File: src/rtl/line_fill_buffer_if.sv
// rtl/line_fill_buffer_if.sv - read-channel beat inputs and line-write outputs of line_fill_buffer
// CACHE_FILL_STATS_EN adds the fill_cnt/retry_cnt statistics outputs.
interface line_fill_buffer_if #(
  parameter int FE_ADDR_W  = 32,
  parameter int FE_DATA_W  = 32,
  parameter int WORD_OFF_W = 3,
  parameter int BE_DATA_W  = 32
);
  localparam int BE_BYTE_W  = $clog2(BE_DATA_W / 8);
  localparam int LINE2MEM_W = WORD_OFF_W - $clog2(BE_DATA_W / FE_DATA_W);
  localparam int LINE_W     = FE_DATA_W * (2 ** WORD_OFF_W);
  localparam int LA_W       = FE_ADDR_W - BE_BYTE_W - LINE2MEM_W;
  localparam int RA_W       = (LINE2MEM_W > 0) ? LINE2MEM_W : 1;

  logic                  replace;
  logic [LA_W-1:0]       fill_addr;
  logic [WORD_OFF_W-1:0] req_word;
  logic                  read_valid;
  logic [RA_W-1:0]       read_addr;
  logic [BE_DATA_W-1:0]  read_rdata;
  logic                  fill_busy;
  logic                  line_we;
  logic [LA_W-1:0]       line_addr;
  logic [LINE_W-1:0]     line_wdata;
  logic                  fwd_valid;
  logic [FE_DATA_W-1:0]  fwd_rdata;
`ifdef CACHE_FILL_STATS_EN
  logic [15:0]           fill_cnt;
  logic [15:0]           retry_cnt;

  modport master (
    output replace, fill_addr, req_word, read_valid, read_addr, read_rdata,
    input  fill_busy, line_we, line_addr, line_wdata, fwd_valid, fwd_rdata,
    input  fill_cnt, retry_cnt
  );
  modport slave (
    input  replace, fill_addr, req_word, read_valid, read_addr, read_rdata,
    output fill_busy, line_we, line_addr, line_wdata, fwd_valid, fwd_rdata,
    output fill_cnt, retry_cnt
  );
`else
  modport master (
    output replace, fill_addr, req_word, read_valid, read_addr, read_rdata,
    input  fill_busy, line_we, line_addr, line_wdata, fwd_valid, fwd_rdata
  );
  modport slave (
    input  replace, fill_addr, req_word, read_valid, read_addr, read_rdata,
    output fill_busy, line_we, line_addr, line_wdata, fwd_valid, fwd_rdata
  );
`endif
endinterface

File: src/rtl/line_fill_buffer.sv
// rtl/line_fill_buffer.sv - assembles backend burst beats into a cache line and commits it once the refill is error-free
// CACHE_FILL_STATS_EN enables saturating fill/retry counters.
module line_fill_buffer #(
  parameter int FE_ADDR_W  = 32,
  parameter int FE_DATA_W  = 32,
  parameter int WORD_OFF_W = 3,
  parameter int BE_DATA_W  = 32
) (
  input  logic               clk,
  input  logic               reset,
  line_fill_buffer_if.slave  bus
);
  localparam int BE_BYTE_W  = $clog2(BE_DATA_W / 8);
  localparam int LINE2MEM_W = WORD_OFF_W - $clog2(BE_DATA_W / FE_DATA_W);
  localparam int LINE_W     = FE_DATA_W * (2 ** WORD_OFF_W);
  localparam int LA_W       = FE_ADDR_W - BE_BYTE_W - LINE2MEM_W;
  localparam int RA_W       = (LINE2MEM_W > 0) ? LINE2MEM_W : 1;
  localparam int CNT_W      = LINE2MEM_W + 1;
  localparam int N_BEATS    = 2 ** LINE2MEM_W;
  localparam logic [CNT_W-1:0] LAST_BEAT = CNT_W'(N_BEATS - 1);

  typedef enum logic [2:0] {
    S_IDLE,
    S_FILL,
    S_END,
    S_SETTLE,
    S_COMMIT
  } state_t;

  state_t                r_state;
  logic [CNT_W-1:0]      r_cnt;
  logic [LINE_W-1:0]     r_buf;
  logic [LA_W-1:0]       r_line_addr;
  logic [WORD_OFF_W-1:0] r_req_word;
  logic                  r_fill_busy;
  logic                  r_line_we;
  logic                  r_fwd_valid;
  logic [FE_DATA_W-1:0]  r_fwd_rdata;
`ifdef CACHE_FILL_STATS_EN
  logic [15:0]           r_fill_cnt;
  logic [15:0]           r_retry_cnt;
`endif

  // Single-beat lines have one slot, so read_addr carries no information there.
  logic [RA_W-1:0] w_slot;
  assign w_slot = (LINE2MEM_W == 0) ? '0 : bus.read_addr;

  always_ff @(posedge clk) begin
    if (!reset) begin
      r_state     <= S_IDLE;
      r_cnt       <= '0;
      r_buf       <= '0;
      r_line_addr <= '0;
      r_req_word  <= '0;
      r_fill_busy <= 1'b0;
      r_line_we   <= 1'b0;
      r_fwd_valid <= 1'b0;
      r_fwd_rdata <= '0;
`ifdef CACHE_FILL_STATS_EN
      r_fill_cnt  <= '0;
      r_retry_cnt <= '0;
`endif
    end else begin
      r_line_we   <= 1'b0;
      r_fwd_valid <= 1'b0;
      case (r_state)
        S_IDLE: begin
          if (bus.replace) begin
            r_line_addr <= bus.fill_addr;
            r_req_word  <= bus.req_word;
            r_cnt       <= '0;
            r_fill_busy <= 1'b1;
            r_state     <= S_FILL;
          end
        end
        S_FILL: begin
          if (bus.read_valid) begin
            r_buf[int'(w_slot)*BE_DATA_W +: BE_DATA_W] <= bus.read_rdata;
            r_cnt <= r_cnt + 1'b1;
            if (r_cnt == LAST_BEAT) begin
              r_state <= S_END;
            end
          end
        end
        S_END: begin
          r_state <= S_SETTLE;
        end
        S_SETTLE: begin
          // replace still high here means the slave errored and the burst is re-issued.
          if (bus.replace) begin
            r_cnt   <= '0;
            r_state <= S_FILL;
`ifdef CACHE_FILL_STATS_EN
            if (r_retry_cnt != 16'hFFFF) begin
              r_retry_cnt <= r_retry_cnt + 16'd1;
            end
`endif
          end else begin
            r_line_we   <= 1'b1;
            r_fwd_valid <= 1'b1;
            r_fwd_rdata <= r_buf[int'(r_req_word)*FE_DATA_W +: FE_DATA_W];
            r_state     <= S_COMMIT;
          end
        end
        S_COMMIT: begin
          r_fill_busy <= 1'b0;
          r_state     <= S_IDLE;
`ifdef CACHE_FILL_STATS_EN
          if (r_fill_cnt != 16'hFFFF) begin
            r_fill_cnt <= r_fill_cnt + 16'd1;
          end
`endif
        end
        default: begin
          r_fill_busy <= 1'b0;
          r_state     <= S_IDLE;
        end
      endcase
    end
  end

  assign bus.fill_busy  = r_fill_busy;
  assign bus.line_we    = r_line_we;
  assign bus.line_addr  = r_line_addr;
  assign bus.line_wdata = r_buf;
  assign bus.fwd_valid  = r_fwd_valid;
  assign bus.fwd_rdata  = r_fwd_rdata;
`ifdef CACHE_FILL_STATS_EN
  assign bus.fill_cnt   = r_fill_cnt;
  assign bus.retry_cnt  = r_retry_cnt;
`endif

endmodule

File: src/flat_wrapper.sv
// flat-port wrapper written by rule: the top's interface ports become plain ports
module line_fill_buffer_flat 
#(
  parameter int FE_ADDR_W  = 32,
  parameter int FE_DATA_W  = 32,
  parameter int WORD_OFF_W = 3,
  parameter int BE_DATA_W  = 32
)
  (clk, reset, bus_replace, bus_fill_addr, bus_req_word, bus_read_valid, bus_read_addr, bus_read_rdata, bus_fill_busy, bus_line_we, bus_line_addr, bus_line_wdata, bus_fwd_valid, bus_fwd_rdata);
  line_fill_buffer_if #(.FE_ADDR_W(FE_ADDR_W), .FE_DATA_W(FE_DATA_W), .WORD_OFF_W(WORD_OFF_W), .BE_DATA_W(BE_DATA_W)) bus_i ();
  input  logic clk;
  input  logic reset;
  input wire logic [$bits(bus_i.replace)-1:0] bus_replace;
  input wire logic [$bits(bus_i.fill_addr)-1:0] bus_fill_addr;
  input wire logic [$bits(bus_i.req_word)-1:0] bus_req_word;
  input wire logic [$bits(bus_i.read_valid)-1:0] bus_read_valid;
  input wire logic [$bits(bus_i.read_addr)-1:0] bus_read_addr;
  input wire logic [$bits(bus_i.read_rdata)-1:0] bus_read_rdata;
  output wire logic [$bits(bus_i.fill_busy)-1:0] bus_fill_busy;
  output wire logic [$bits(bus_i.line_we)-1:0] bus_line_we;
  output wire logic [$bits(bus_i.line_addr)-1:0] bus_line_addr;
  output wire logic [$bits(bus_i.line_wdata)-1:0] bus_line_wdata;
  output wire logic [$bits(bus_i.fwd_valid)-1:0] bus_fwd_valid;
  output wire logic [$bits(bus_i.fwd_rdata)-1:0] bus_fwd_rdata;
  assign bus_i.replace = bus_replace;
  assign bus_i.fill_addr = bus_fill_addr;
  assign bus_i.req_word = bus_req_word;
  assign bus_i.read_valid = bus_read_valid;
  assign bus_i.read_addr = bus_read_addr;
  assign bus_i.read_rdata = bus_read_rdata;
  assign bus_fill_busy = bus_i.fill_busy;
  assign bus_line_we = bus_i.line_we;
  assign bus_line_addr = bus_i.line_addr;
  assign bus_line_wdata = bus_i.line_wdata;
  assign bus_fwd_valid = bus_i.fwd_valid;
  assign bus_fwd_rdata = bus_i.fwd_rdata;
  line_fill_buffer #(.FE_ADDR_W(FE_ADDR_W), .FE_DATA_W(FE_DATA_W), .WORD_OFF_W(WORD_OFF_W), .BE_DATA_W(BE_DATA_W)) u_core (.clk(clk), .reset(reset), .bus(bus_i));
endmodule
File: config.mk
export PLATFORM = sky130hd
export DESIGN_NAME = line_fill_buffer_flat
export DESIGN_NICKNAME = d
export VERILOG_FILES = /design/src/rtl/line_fill_buffer_if.sv /design/src/rtl/line_fill_buffer.sv /design/src/flat_wrapper.sv
export SDC_FILE = /design/constraint.sdc
export NUM_CORES = 1
export LEC_CHECK = 0
export ABC_AREA = 1
export CORE_MARGIN = 1
export CORE_UTILIZATION = 40
export CTS_CLUSTER_DIAMETER = 150
export DETAILED_ROUTE_END_ITERATION = 7
export PLACE_DENSITY = 0.67
export RECOVER_POWER = 50
export SLEW_MARGIN = 20
export SYNTH_ARGS = -nofsm -noshare
export SYNTH_HDL_FRONTEND = slang
export SYNTH_SLANG_ARGS = --single-unit
File: constraint.sdc
create_clock -name clk -period 4.6 [get_ports clk]
set_clock_uncertainty 0.05 [all_clocks]
set_input_delay 0.92 -clock clk [delete_from_list [all_inputs] [get_ports clk]]
set_output_delay 0.92 -clock clk [all_outputs]
set_load 0.02 [all_outputs]
After elaboration in Yosys (flattened, before gate mapping)
Index checks and enable logic that the tools add are counted.
Storage, ports and cells
  register bits: 327
  word-level logic and storage cells: 46
  output and inout port bits: 318
Operators by class
  shift operators: 3
  multiplexer cells: 12
  bitwise logic cells: 2
  add/subtract/negate cells: 2
  reductions and logical operators: 11
  equality and inequality tests: 8
Operator list (count)
  $bwmux W256: 1
  $shift A32 B33 Y256 const A: 1
  $shiftx A256 B9 Y32: 1
  $shiftx A32 B33 Y256: 1
  $neg A8 Y33: 1
  $mux W3: 4
  $pmux W3 S4: 1
  $reduce_and A2 Y1: 5
  $mux W4: 2
  $pmux W4 S2: 1
  $eq A3 B2 Y1 const B: 2
  $reduce_and A3 Y1: 2
  $add A4 B1 Y4 const B: 1
  $eq A4 B3 Y1 const B: 1
  $ne A2 B1 Y1 const B: 2
  $ne A2 B2 Y1 const B: 2
  $eq A3 B1 Y1 const B: 1
  $logic_not A3 Y1: 1
  $reduce_or A3 Y1: 1
  $mux W1: 2
  $not A1 Y1: 2
  $pmux W1 S2: 1
  $reduce_bool A2 Y1: 1
  $reduce_or A2 Y1: 1

Depth between registers and ports, before layout
  word-level depth: 4
  depth in mapped cells: 14
  depth with buffers taken out: 10

Least setup slack after synthesis
No wires, ideal clock.
  path kind: input port to flip-flop
  start point: input bus_read_addr[0]
  end point: register u_core.r_buf[140], in the netlist u_core.bus.line_wdata[140]
  cell stages on the path: 12
  path slack: 1552 ps
  required time: 4435 ps
  arrival time: 2883 ps
  buffers on the path: 6
  setup time: 115 ps
  cells stage by stage: buf_2 -> inv_2 -> buf_2 -> buf_2 -> ha_1 -> ha_1 -> buf_2 -> clkbuf_1 -> clkbuf_1 -> nand4_1 -> nand2_1 -> nor2_1
On the way
  word-level cells in the longest chain between the ends: 3
RTL lines
  start, declared: line flat_wrapper.sv:17  | input wire logic [$bits(bus_i.read_addr)-1:0] bus_read_addr;
  $neg A8 Y33 *: line line_fill_buffer.sv:78  | r_buf[int'(w_slot)*BE_DATA_W +: BE_DATA_W] <= bus.read_rdata;
  $shiftx A32 B33 Y256 or $shift A32 B33 Y256 (tied branches): line line_fill_buffer.sv:78
  $bwmux W256 *: line line_fill_buffer.sv:78
  end signal, assigned by index: line line_fill_buffer.sv:78
  end, declared: line line_fill_buffer.sv:32  | logic [LINE_W-1:0] r_buf;
Mark *: on every way between the ends. The rest lies on a longest branch, timed or not.
A chain may end at the register's enable or synchronous reset.

Worst setup path after layout
  start point: input reset
  end point: register u_core.r_buf[116], in the netlist u_core.bus.line_wdata[116]
RTL lines
  start, declared: line flat_wrapper.sv:12  | input logic reset;
No word-level cell between the ends.

==> flow_summary_export.csv <==
group,metric,value,unit
global_routing,grt_usage,36.6,%
synth,synthFlopType,"dfxtp_1",
clock_tree,cts-resized-gates,0,
setup_path,worst_path_max_delay_cell,"inv_1",
synth,syn_area,16200,um^2
clock_tree,clock_tree.buffer_depth,3,
die,ios,387,
timing,fin_crit_sh,82.9,%
global_routing,grt_max_degree,102,
synth,synth_area_per_cell,6.37,um^2
finish,drive_above_1_share,5.18,%
detailed_routing,drt_first_iter_violations,2503,
finish,syn2layout_area_growth,32.3,%
job,drv_cap,4,
timing,worst_pin_slew,2470,ps
die,rows,73,
die,design.die.area,41200,um^2
setup_path,r2r_setup_slack,850,ps
clock_tree,cts_setup_buffers,0,
timing,layout_min_cycle_time,3810,ps
clock_tree,cts_inserted_buffers,37,
global_routing,grt_pass1_wl,113000,um
timing,rsz0062_at_grt,"no",
detailed_routing,wl,77100,um
timing,final_hold_viol_count,0,
finish,mostFrequentLayoutCells,"662 x nand2_1, 387 x nor2_1, 325 x dfxtp_1, 262 x dlygate4sd3_1, 245 x a21oi_1",
detailed_routing,drc,0,
pwr,power,7.28,mW
die,start_util,40.6,%
finish,finalNonFillerCells,3342,
detailed_routing,wl_per_cell,23.1,um
global_routing,first_global_vias,17100,
synth,ys_top_cells_by_area,"dfxtp_1 41%, nand2_1 15%, nor2_1 9.0%",
place,gp_congestion,1.00,
finish,final_nets,2863,
clock_tree,clk_pin_slew,60,ps
pwr,power-per-cell-area,340,nW/um^2
detailed_routing,top_layer,"met4",
global_routing,antenna_found_initial,0,
place,place_hpwl,55500,um
detailed_routing,wl_met3,9590,um
setup_path,path_cells,"clkbuf_2 > inv_1 > buf_4 > a21oi_1",
pwr,p_leak,9.20,nW
place,pre_cts_ws,744,ps
synth,netlist.area_leader.share,40.5,%
clock_tree,htreeDepth,2,
synth,synth_edf_count,0,
synth,yosysUniqueCellTypes,26,
synth,syn_inst,2536,
setup_path,max_stage_delay,1680,ps
synth,synthArstFlopShare,0,%
detailed_routing,wl_met2,31800,um
detailed_routing,viasPerCell,5.61,
setup_path,cp-end-kind,"flip-flop",
timing,layout_setup_ws,788,ps
clock_tree,cts-root-buf,"clkbuf_16",
clock_tree,insertion_delay,560,ps
setup_path,crit_arrival,4180,ps
run_status,outcome,"complete, but fails checks",
detailed_routing,vias,18800,
setup_path,critPathKind,"in2reg",
detailed_routing,drt_pass1_iterations,6,
setup_path,cp-start-kind,"input port",
synth,yosys_warnings,0,
place,portBuffers,386,
timing,slew_headroom,-64.8,%
timing,max_freq,0.262,GHz
finish,antenna_cells,0,
finish,final_common_cell,"nand2_1",
detailed_routing,drtAntennaViolNets,0,
synth,ys_seq_area_share,40.5,%
die,die_w,203,um
setup_path,required,4970,ps
clock_tree,holdBufCountCts,0,
die,fp.dieH,203,um
clock_tree,cts_tree,"yes",
clock_tree,cts.sinks,327,
run_status,failed_checks,"max-capacitance violations, max-slew violations",
synth,syn_nets,2609,
detailed_routing,drt-met1-wl,31300,um
die,core_area,39800,um^2
setup_path,crit_fanout,74,
finish,postLayoutCoreUtil,53.7,%
synth,ys_seq_elements,327,
timing,setup_tns,0,ps
global_routing,grt-ovfl-total,0,
place,dp.cells,3276,
pwr,vdd_drop_max,0.000193,V
worst_hold_path,hold_class,"reg2reg",
timing,setup_viol,0,
timing,drv_slew,228,
synth,synth_area_leader_cell,"dfxtp_1",
==> cell families (layout without fill, tap and decap cells) <==
logic type,count (synthesis),count (layout),share of synthesized area [%]
and+or+nand+nor,1362,1362,35.2
AOI/OAI and AO/OA,435,435,13.7
buffers and inverters,407,688,10.2
DFF,327,327,40.5
adders and majority gates,4,4,0.310
xor gates and xnor gates,1,1,0.0542
==> state kept, by name (all words and copies together), names as in the netlist <==
name and flops:
u_core.r_state 3, u_core.r_req_word 3, u_core.bus.fwd_rdata 32, u_core.r_cnt 4, u_core.bus.line_wdata 256, u_core.bus.line_we 1, u_core.bus.fill_busy 1, u_core.bus.line_addr 27
==> cells in the mapped netlist, types with 2 or more instances <==
cell	instances
a21oi_1	245
buf_1	21
buf_2	63
buf_4	10
clkbuf_1	115
dfxtp_1	327
ha_1	4
inv_1	188
inv_2	9
nand2_1	662
nand2_2	5
nand3_1	179
nand4_1	103
nor2_1	388
nor2_2	3
nor2_4	2
o211ai_1	15
o21ai_0	173
or2_2	17
==> per-stage QoR <==
stage / hold slack (ps) / area [um^2]
2_1_floorplan: 404 / 16200
3_3_place_gp: 382 / 20100
3_5_place_dp: 389 / 20100
4_1_cts: 397 / 21400
5_1_grt: 408 / 21400
6_report: 392 / 21400
==> area by class of cell <==
cell class | count | area [um^2]
Tap cell | 525 | 657
Inverter | 198 | 746
Timing Repair Buffer | 424 | 4160
Fill cell | 4055 | 18400
Multi-Input combinational cell | 1802 | 7990
Sequential cell | 327 | 6550
Clock buffer | 53 | 1130
Clock inverter | 13 | 149
==> critical path: cells and delay by family <==
kind | cells | cell delay, ps
AOI/OAI and AO/OA | 1 | 80
buffers and inverters | 3 | 3070
==> final timing paths <==
kind / start / endpoint / cells after the start
max: reset / u_core.bus.line_wdata[116]$_SDFFE_PN0P_ / 4
min: u_core.bus.line_addr[25]$_SDFFE_PN0P_ / u_core.bus.line_addr[25]$_SDFFE_PN0P_ / 2
max reg2reg: u_core.r_req_word[0]$_SDFFE_PN0P_ / u_core.bus.fwd_rdata[14]$_SDFFE_PN0N_ / 7
min reg2reg: u_core.bus.line_addr[25]$_SDFFE_PN0P_ / u_core.bus.line_addr[25]$_SDFFE_PN0P_ / 2
==> report_power, final <==
part           internal, mW  total (mW)  switching (mW)
registers              2.89        2.99          0.0985
logic                 0.326        1.14           0.811
clock network          1.88        3.15            1.27
total                  5.09        7.28            2.18
==> routing by layer <==
metal  up-vias  global-route usage, %
met5         -                      0
met4         0                   18.9
met3       179                   9.92
met2      1262                   52.7
met1      8672                   49.7
li1       8648                      -
Power figures use the tool's default switching activity.
